<file path="src/rtl/spi_apb_pkg.sv">
// Shared definitions for the SPI APB register port: requester FSM state
// encodings and the SPI register map used by both the APB master bridge and
// the SPI APB slave.
package spi_apb_pkg;

  // APB requester FSM states
  typedef enum logic [1:0] {
    IDLE   = 2'b00,
    SETUP  = 2'b01,
    ACCESS = 2'b10
  } apb_state_e;

  // SPI register map
  localparam logic [2:0] CR1 = 3'b000;
  localparam logic [2:0] CR2 = 3'b001;
  localparam logic [2:0] BR  = 3'b010;
  localparam logic [2:0] SR  = 3'b011;
  localparam logic [2:0] DR  = 3'b101;

endpackage

</file>
<file path="src/rtl/apb_master_bridge.sv">
// APB requester: turns each accepted valid/ready command into one APB
// SETUP + ACCESS transfer, waits on PREADY with an optional bounded wait, and
// reports read data / error status on a one-cycle response strobe.
//
// Ports:
//   PCLK, PRESET                 clock, synchronous active-high reset
//   cmd_valid/ready/write/addr/wdata   command channel (host side)
//   rsp_valid/rdata/err/timeout  registered response strobe and status
//   busy                         transfer in progress (state != IDLE)
//   PSEL, PENABLE, PWRITE, PADDR, PWDATA   APB request (registered)
//   PRDATA, PREADY, PSLVERR      APB completer response
module apb_master_bridge
  import spi_apb_pkg::*;
#(
  parameter int unsigned ADDR_W  = 3,
  parameter int unsigned DATA_W  = 8,
  parameter int unsigned TIMEOUT = 16
) (
  input  logic              PCLK,
  input  logic              PRESET,
  input  logic              cmd_valid,
  output logic              cmd_ready,
  input  logic              cmd_write,
  input  logic [ADDR_W-1:0] cmd_addr,
  input  logic [DATA_W-1:0] cmd_wdata,
  output logic              rsp_valid,
  output logic [DATA_W-1:0] rsp_rdata,
  output logic              rsp_err,
  output logic              rsp_timeout,
  output logic              busy,
  output logic              PSEL,
  output logic              PENABLE,
  output logic              PWRITE,
  output logic [ADDR_W-1:0] PADDR,
  output logic [DATA_W-1:0] PWDATA,
  input  logic [DATA_W-1:0] PRDATA,
  input  logic              PREADY,
  input  logic              PSLVERR
);

  // Wait counter sized to hold TIMEOUT, at least one bit wide
  localparam int unsigned CNT_W      = (TIMEOUT == 0) ? 1 : $clog2(TIMEOUT + 1);
  localparam int unsigned CNT_LAST_I = (TIMEOUT == 0) ? 0 : TIMEOUT - 1;
  localparam logic [CNT_W-1:0] CNT_LAST = CNT_W'(CNT_LAST_I);
  localparam logic [CNT_W-1:0] CNT_MAX  = {CNT_W{1'b1}};

  apb_state_e        state_q, state_d;
  logic [CNT_W-1:0]  cnt_q, cnt_d;
  logic              psel_q, psel_d;
  logic              penable_q, penable_d;
  logic              busy_q, busy_d;
  logic              pwrite_q, pwrite_d;
  logic [ADDR_W-1:0] paddr_q, paddr_d;
  logic [DATA_W-1:0] pwdata_q, pwdata_d;
  logic              rsp_valid_q, rsp_valid_d;
  logic [DATA_W-1:0] rsp_rdata_q, rsp_rdata_d;
  logic              rsp_err_q, rsp_err_d;
  logic              rsp_timeout_q, rsp_timeout_d;
  logic              load_cmd;

  // Next-state, command capture and response generation
  always_comb begin
    state_d       = state_q;
    cnt_d         = cnt_q;
    pwrite_d      = pwrite_q;
    paddr_d       = paddr_q;
    pwdata_d      = pwdata_q;
    rsp_valid_d   = 1'b0;
    rsp_rdata_d   = rsp_rdata_q;
    rsp_err_d     = rsp_err_q;
    rsp_timeout_d = rsp_timeout_q;
    cmd_ready     = 1'b0;
    load_cmd      = 1'b0;

    case (state_q)
      IDLE: begin
        cmd_ready = 1'b1;
        if (cmd_valid) begin
          load_cmd = 1'b1;
          state_d  = SETUP;
        end
      end

      SETUP: begin
        state_d = ACCESS;
        cnt_d   = '0;
      end

      ACCESS: begin
        if (PREADY) begin
          // Completion wins over a coincident timeout
          rsp_valid_d   = 1'b1;
          rsp_rdata_d   = pwrite_q ? '0 : PRDATA;
          rsp_err_d     = PSLVERR;
          rsp_timeout_d = 1'b0;
          cmd_ready     = 1'b1;
          if (cmd_valid) begin
            load_cmd = 1'b1;
            state_d  = SETUP;
          end else begin
            state_d = IDLE;
          end
        end else if ((TIMEOUT != 0) && (cnt_q == CNT_LAST)) begin
          // Abort: no back-to-back accept in this cycle
          rsp_valid_d   = 1'b1;
          rsp_rdata_d   = '0;
          rsp_err_d     = 1'b1;
          rsp_timeout_d = 1'b1;
          state_d       = IDLE;
        end else if (cnt_q != CNT_MAX) begin
          cnt_d = cnt_q + CNT_W'(1);
        end
      end

      default: state_d = IDLE;
    endcase

    if (load_cmd) begin
      pwrite_d = cmd_write;
      paddr_d  = cmd_addr;
      pwdata_d = cmd_wdata;
    end

    // APB controls are registered decodes of the next state
    psel_d    = (state_d != IDLE);
    penable_d = (state_d == ACCESS);
    busy_d    = (state_d != IDLE);
  end

  // State and output registers
  always_ff @(posedge PCLK) begin
    if (PRESET) begin
      state_q       <= IDLE;
      cnt_q         <= '0;
      psel_q        <= 1'b0;
      penable_q     <= 1'b0;
      busy_q        <= 1'b0;
      pwrite_q      <= 1'b0;
      paddr_q       <= '0;
      pwdata_q      <= '0;
      rsp_valid_q   <= 1'b0;
      rsp_rdata_q   <= '0;
      rsp_err_q     <= 1'b0;
      rsp_timeout_q <= 1'b0;
    end else begin
      state_q       <= state_d;
      cnt_q         <= cnt_d;
      psel_q        <= psel_d;
      penable_q     <= penable_d;
      busy_q        <= busy_d;
      pwrite_q      <= pwrite_d;
      paddr_q       <= paddr_d;
      pwdata_q      <= pwdata_d;
      rsp_valid_q   <= rsp_valid_d;
      rsp_rdata_q   <= rsp_rdata_d;
      rsp_err_q     <= rsp_err_d;
      rsp_timeout_q <= rsp_timeout_d;
    end
  end

  assign PSEL        = psel_q;
  assign PENABLE     = penable_q;
  assign PWRITE      = pwrite_q;
  assign PADDR       = paddr_q;
  assign PWDATA      = pwdata_q;
  assign busy        = busy_q;
  assign rsp_valid   = rsp_valid_q;
  assign rsp_rdata   = rsp_rdata_q;
  assign rsp_err     = rsp_err_q;
  assign rsp_timeout = rsp_timeout_q;

endmodule

</file>
<file path="config.mk">
export PLATFORM = sky130hd
export DESIGN_NAME = apb_master_bridge
export DESIGN_NICKNAME = d
export VERILOG_FILES = /design/src/rtl/spi_apb_pkg.sv /design/src/rtl/apb_master_bridge.sv
export SDC_FILE = /design/constraint.sdc
export NUM_CORES = 1
export LEC_CHECK = 0
export ABC_AREA = 1
export CAP_MARGIN = 20
export CORE_ASPECT_RATIO = 0.9
export CORE_UTILIZATION = 42
export DETAILED_ROUTE_END_ITERATION = 8
export PLACE_DENSITY = 0.79
export SLEW_MARGIN = 20
export SYNTH_ARGS = -nofsm -noshare
export SYNTH_HDL_FRONTEND = slang
export SYNTH_SLANG_ARGS = --single-unit
</file>
<file path="constraint.sdc">
create_clock -name PCLK -period 1.75 [get_ports PCLK]
set_input_delay 0.2625 -clock PCLK [delete_from_list [all_inputs] [get_ports PCLK]]
set_output_delay 0.2625 -clock PCLK [all_outputs]
set_load 0.03 [all_outputs]
</file>
==> results of run 1 <==
-- worst paths after layout --
kind	endpoint	slack (ns)	cells after the start
worst max-delay path	PSEL	0.1	1
worst min-delay path	PWDATA[0]$_SDFFE_PP0P_	0.47	2
worst max register to register	rsp_rdata[5]$_SDFFE_PP0P_	0.12	9
worst min register to register	PWDATA[0]$_SDFFE_PP0P_	0.47	2
-- kinds of logic (layout without fill, tap and decap cells) --
family	count (synthesis)	count (layout)	synth area share, %
flops	32	32	49.9
buf+inv	18	77	6.91
simple gates	75	75	26.8
fa+ha+maj	3	3	2.92
compound gates	32	32	13.5
-- flip-flops by register name, indices dropped and copies added, names as in the netlist --
register / cells
PWDATA: 8
rsp_timeout: 1
PWRITE: 1
rsp_err: 1
PADDR: 3
rsp_valid: 1
state_q: 2
PENABLE: 1
rsp_rdata: 8
cnt_q: 5
busy: 1
-- synth_stat cells --
cell	count
nand3_1	26
nand3_2	2
nor2_2	2
nand2_2	3
inv_1	9
o21ai_1	9
nor2_1	9
a21oi_1	19
buf_2	2
or2_1	1
clkbuf_1	2
buf_4	1
dfxtp_1	32
inv_2	2
nand2_1	31
buf_6	2
o21ai_0	2
ha_1	3
nand4_1	1
a21boi_1	1
a21oi_4	1
-- power groups by stage --
stage               logic [mW]  registers, mW  clock network (mW)
floorplan               0.0980          0.838                   0
global placement         0.268          0.791                   0
detailed placement       0.274          0.791                   0
CTS                      0.275          0.775               0.448
global route             0.301          0.777               0.479
finish                   0.280          0.774               0.440
-- per-layer routing --
layer,vias to the layer above,global-route usage (%),wire (µm)
li1,648,-,-
met1,604,23.7,1420
met2,55,34.4,1520
met3,6,8.04,260
met4,0,6.98,38
met5,-,0,0
-- metrics by stage --
step	cell area (µm²)	instances	total power, mW
4_1_cts	1890	257	1.50
3_5_place_dp	1830	249	1.06
5_1_grt	1950	259	1.56
2_1_floorplan	1280	160	0.936
3_3_place_gp	1830	249	1.06
6_report	1950	259	1.49
-- final cells by class --
cell class / count / area, µm² / area share (%)
clock buffers: 8 / 58.8 / 3.02
inverters: 11 / 41.3 / 2.12
multi-input cells: 110 / 591 / 30.3
flip-flops and latches: 32 / 646 / 33.2
well taps: 40 / 50.0 / 2.57
repair buffers: 57 / 553 / 28.4
repair inverters: 1 / 7.51 / 0.386
-- what timing repair did --
item	in CTS	in global routing
setup endpoints to repair	0	15
gates resized for setup	0	12
setup buffers	0	1
==> flow_metrics.tcl, run 1 <==
set metrics [dict create \
    skew_ns 0.0118 \
    clockPowerShare_pct 29.5 \
    num-nets-final 246 \
    cap_violations 0 \
    fmax_mhz 605 \
    overflow 0 \
    place_ws_ns 0.0540 \
    cts_tree "yes" \
    required_ns 1.49 \
    totalWireLength_um 3230 \
    cts_buffer_depth 2 \
    synth_nets 188 \
    path_buf_inv 1 \
    gp_congestion 0.738 \
    grt_pass1_vias 1190 \
    start_util_pct 45.6 \
    avgViaCountPerCell 5.07 \
    p_per_area_nw_per_um2 768 \
    synthToLayoutAreaGrowth_pct 51.5 \
    setup_tns_ns 0 \
    crit_family "buffers and inverters" \
    grtUsageTotal_pct 20.4 \
    fin_hold_ws_ns 0.473 \
    worstPathCellList "clkdlybuf4s50_1" \
    grt_start_max_net_pins 14 \
    path_max_fanout 2 \
    synthCells 160 \
    io_buffers 51 \
    hold_violations 0 \
    intPower_mw 1.08 \
    period_share_pct 94.5 \
    initialDrtViolationCount 41 \
    drtAntennaViolNets 0 \
    synth_area_per_cell_um2 8.03 \
    syn_area_um2 1280 \
    n_antenna_cell 0 \
    setup_viol_count_final 0 \
    tightest_slew_ns 0.429 \
    grt_setup_unrepaired "no" \
    grt_pass1_wl_um 4870 \
    critPathLaunch "busy$_SDFF_PP0_" \
    p_sw_share_pct 27.5 \
    final_common_cell "clkdlybuf4s50_1" \
    p_switching_uw 411 \
    power_leakage_nw 0.738 \
    ctsHoldBuffers 0 \
    synthTopCellsByArea "dfxtp_1 (50%), nand3_1 (10%), nand2_1 (9.1%), a21oi_1 (7.4%), o21ai_1 (3.5%)" \
    fp.dieW_um 60.3 \
    pin_count 52 \
    r2r_start "cnt_q[0]$_SDFFE_PP0P_" \
    slowest_delay_ns 0.68 \
    synth_cell_type_count 21 \
    cp.arrival_ns 1.39 \
    coreArea_um2 2820 \
    wl_per_cell_um 12.5 \
    power_frac_seq_pct 51.8 \
    combPwrFrac_pct 18.7 \
    clk_pin_slew_worst_paths_ns 0.10 \
    htreeDepth 2 \
    hold_class "reg2reg" \
    max_slew_margin_pct 71.4 \
    synth.top_cell.area_share_pct 49.9 \
    hpwlAfterDp_um 2340 \
    critPathSlowestCell "clkdlybuf4s50_1" \
    grt_antenna_before_repair 0 \
    yosysTopAreaCell "dfxtp_1" \
    fin_crit_ns 1.65 \
    fin_util_pct 69.2 \
    start_kind "flop" \
    die_y_um 54.5 \
    setup_ws_ns 0.0959 \
    fillers 239 \
    clock-sinks 32 \
    slew_violations 0 \
    outcome "finished clean" \
    clk_latency_ns 0.34 \
    synth_seq_area_share_pct 49.9 \
    drt_pass1_iterations 4 \
    fp-row-count 18 \
    dr_total_vias 1313 \
    yosys_warnings 0 \
    synth_seq_cells 32 \
    die_area_um2 3290 \
    cts_root_buf "clkbuf_4" \
    layout_common_cells "clkdlybuf4s50_1 (50), nand2_1 (31), dfxtp_1 (30)" \
    drc 0 \
    end_kind "output pin" \
    vdd.ir_drop.worst_uv 490 \
    critPathKind "reg2out" \
    cts_buffers 5 \
    min_from "PWDATA[0]$_SDFFE_PP0P_" \
    drive_gt1_share_pct 14.2 \
]
(Power assumes the default switching activity.)
==> run 2: changes to the inputs <==
Settings changed: ABC_CLOCK_PERIOD_IN_PS set to 1750, CAP_MARGIN 20 to unset, CTS_BUF_LIST set to sky130_fd_sc_hd__clkbuf_8 sky130_fd_sc_hd__clkbuf_16.
==> run 2 against run 1 <==
Combinational power hardly changed. Largest power group unchanged. Clock power is 26% higher. Global-route usage is 0.36 points higher. Worst hold slack worse by 0.0028 ns. Clock-buffer cell count is 2 lower.
==> flow_metrics.tcl, run 2 (synthesized netlist as in run 1, its figures left out) <==
set metrics [dict create \
    outcome "finished clean" \
    drc 0 \
    drtAntennaViolNets 0 \
    coreArea_um2 2820 \
    grt_pass1_wl_um 4960 \
    setup_ws_ns 0.133 \
    power_frac_seq_pct 48.1 \
    wl_per_cell_um 12.5 \
    clk_latency_ns 0.27 \
    r2r_start "cnt_q[0]$_SDFFE_PP0P_" \
    num-nets-final 246 \
    slew_violations 0 \
    layout_common_cells "clkdlybuf4s50_1 (50), nand2_1 (31), dfxtp_1 (30)" \
    pin_count 52 \
    totalWireLength_um 3230 \
    cts_buffer_depth 2 \
    die_y_um 54.5 \
    final_cells 259 \
    grt_pass1_vias 1205 \
    tightest_slew_ns 0.432 \
    critPathLaunch "cnt_q[0]$_SDFFE_PP0P_" \
    clock-sinks 32 \
    ctsHoldBuffers 0 \
    grt_start_max_net_pins 14 \
    max_slew_margin_pct 71.2 \
    clockPowerShare_pct 34.5 \
    vdd.ir_drop.worst_uv 556 \
    start_util_pct 45.6 \
    period_share_pct 92.4 \
    required_ns 1.91 \
    cp-endpoint "rsp_rdata[5]$_SDFFE_PP0P_" \
    intPower_mw 1.19 \
    overflow 0 \
    r2r_slack_ns 0.13 \
    fin_crit_ns 1.62 \
    end_kind "flop" \
    skew_ns 0.00689 \
    place_ws_ns 0.0540 \
    cts_buffers 5 \
    critPathKind "reg2reg" \
    clk_pin_slew_worst_paths_ns 0.07 \
    power_leakage_nw 0.759 \
    hpwlAfterDp_um 2340 \
    hold_class "reg2reg" \
    design_area_um2 1980 \
    p_sw_share_pct 25.8 \
    p_switching_uw 416 \
    avgViaCountPerCell 5.05 \
    path_max_fanout 5 \
    fin_hold_ws_ns 0.470 \
    cts_tree "yes" \
    p_per_area_nw_per_um2 814 \
    dr_total_vias 1309 \
    cp.arrival_ns 1.78 \
    reg2reg_to "rsp_rdata[5]$_SDFFE_PP0P_" \
    reg2regPathDepth 9 \
    gp_congestion 0.738 \
    cts_root_buf "clkbuf_8" \
    grtUsageTotal_pct 20.8 \
    hold_violations 0 \
    dp_cells 249 \
    n_antenna_cell 0 \
    setup_viol_count_final 0 \
    grt_setup_unrepaired "no" \
    fp-row-count 18 \
    io_buffers 51 \
    cap_violations 0 \
    drive_gt1_share_pct 14.2 \
    fmax_mhz 618 \
    fp.dieW_um 60.3 \
    dpl_cell_area_um2 1830 \
    final_common_cell "clkdlybuf4s50_1" \
    die_area_um2 3290 \
    combPwrFrac_pct 17.4 \
    htreeDepth 2 \
    synthToLayoutAreaGrowth_pct 53.9 \
    initialDrtViolationCount 38 \
    start_kind "flop" \
    grt_antenna_before_repair 0 \
    setup_tns_ns 0 \
    drt_pass1_iterations 5 \
]
## run 2: worst min path at each step
stage,from,to,slack [ns],cells past startpoint
final,PWDATA[0]$_SDFFE_PP0P_,PWDATA[0]$_SDFFE_PP0P_,0.47,2
after global routing,PWDATA[4]$_SDFFE_PP0P_,PWDATA[4]$_SDFFE_PP0P_,0.50,2
after CTS,PWDATA[0]$_SDFFE_PP0P_,PWDATA[0]$_SDFFE_PP0P_,0.47,2
after detailed placement,PWDATA[0]$_SDFFE_PP0P_,PWDATA[0]$_SDFFE_PP0P_,0.46,2
after global placement,PWDATA[5]$_SDFFE_PP0P_,PWDATA[5]$_SDFFE_PP0P_,0.45,2
after floorplan,PREADY,rsp_timeout$_SDFFE_PP0P_,0.35,1
## run 2: area by class of cell
class,instances,area (µm²)
Fill cell,231,837
Sequential cell,32,646
Multi-Input combinational cell,110,591
Timing Repair Buffer,57,553
Clock buffer,6,82.6
Tap cell,40,50.0
Inverter,11,41.3
Clock inverter,2,7.51
Timing Repair inverter,1,7.51
## run 2: critical path, cell delays in order (launching register included)
cell and delay, ns:
dfxtp_4 0.38, ha_4 0.13, nand2_1 0.07, nor2_2 0.15, ha_2 0.19, nor2_1 0.07
nor2_4 0.20, clkinvlp_4 0.17, nand3_1 0.08, o21ai_1 0.07
## run 2: power groups by stage
stage | clock, mW | sequential, mW | combinational (mW)
3_3_place_gp | 0 | 0.791 | 0.268
3_5_place_dp | 0 | 0.791 | 0.274
5_1_grt | 0.600 | 0.777 | 0.302
6_report | 0.556 | 0.775 | 0.280
4_1_cts | 0.567 | 0.775 | 0.275
2_1_floorplan | 0 | 0.838 | 0.0980
## run 2: timing repair
item	in CTS	in global routing
buffers inserted	0	1
endpoints found under the setup margin	0	15
resized for setup	0	12
hold endpoints to repair	0	0
## run 2: through the flow
step	total power, mW	utilization (%)
6_report	1.61	70.3
2_1_floorplan	0.936	-
4_1_cts	1.62	68.3
3_3_place_gp	1.06	65.1
5_1_grt	1.68	70.3
3_5_place_dp	1.06	65.1
## run 2: per-layer routing
metal | vias to the layer above | wire [µm] | part of all wire [%] | GRT usage, %
li1 | 644 | - | - | -
met3 | 4 | 238 | 7.4 | 7.33
met5 | - | 0 | 0 | 0
met4 | 0 | 18 | 0.56 | 6.98
met1 | 610 | 1400 | 43 | 24.7
met2 | 51 | 1570 | 49 | 35.0
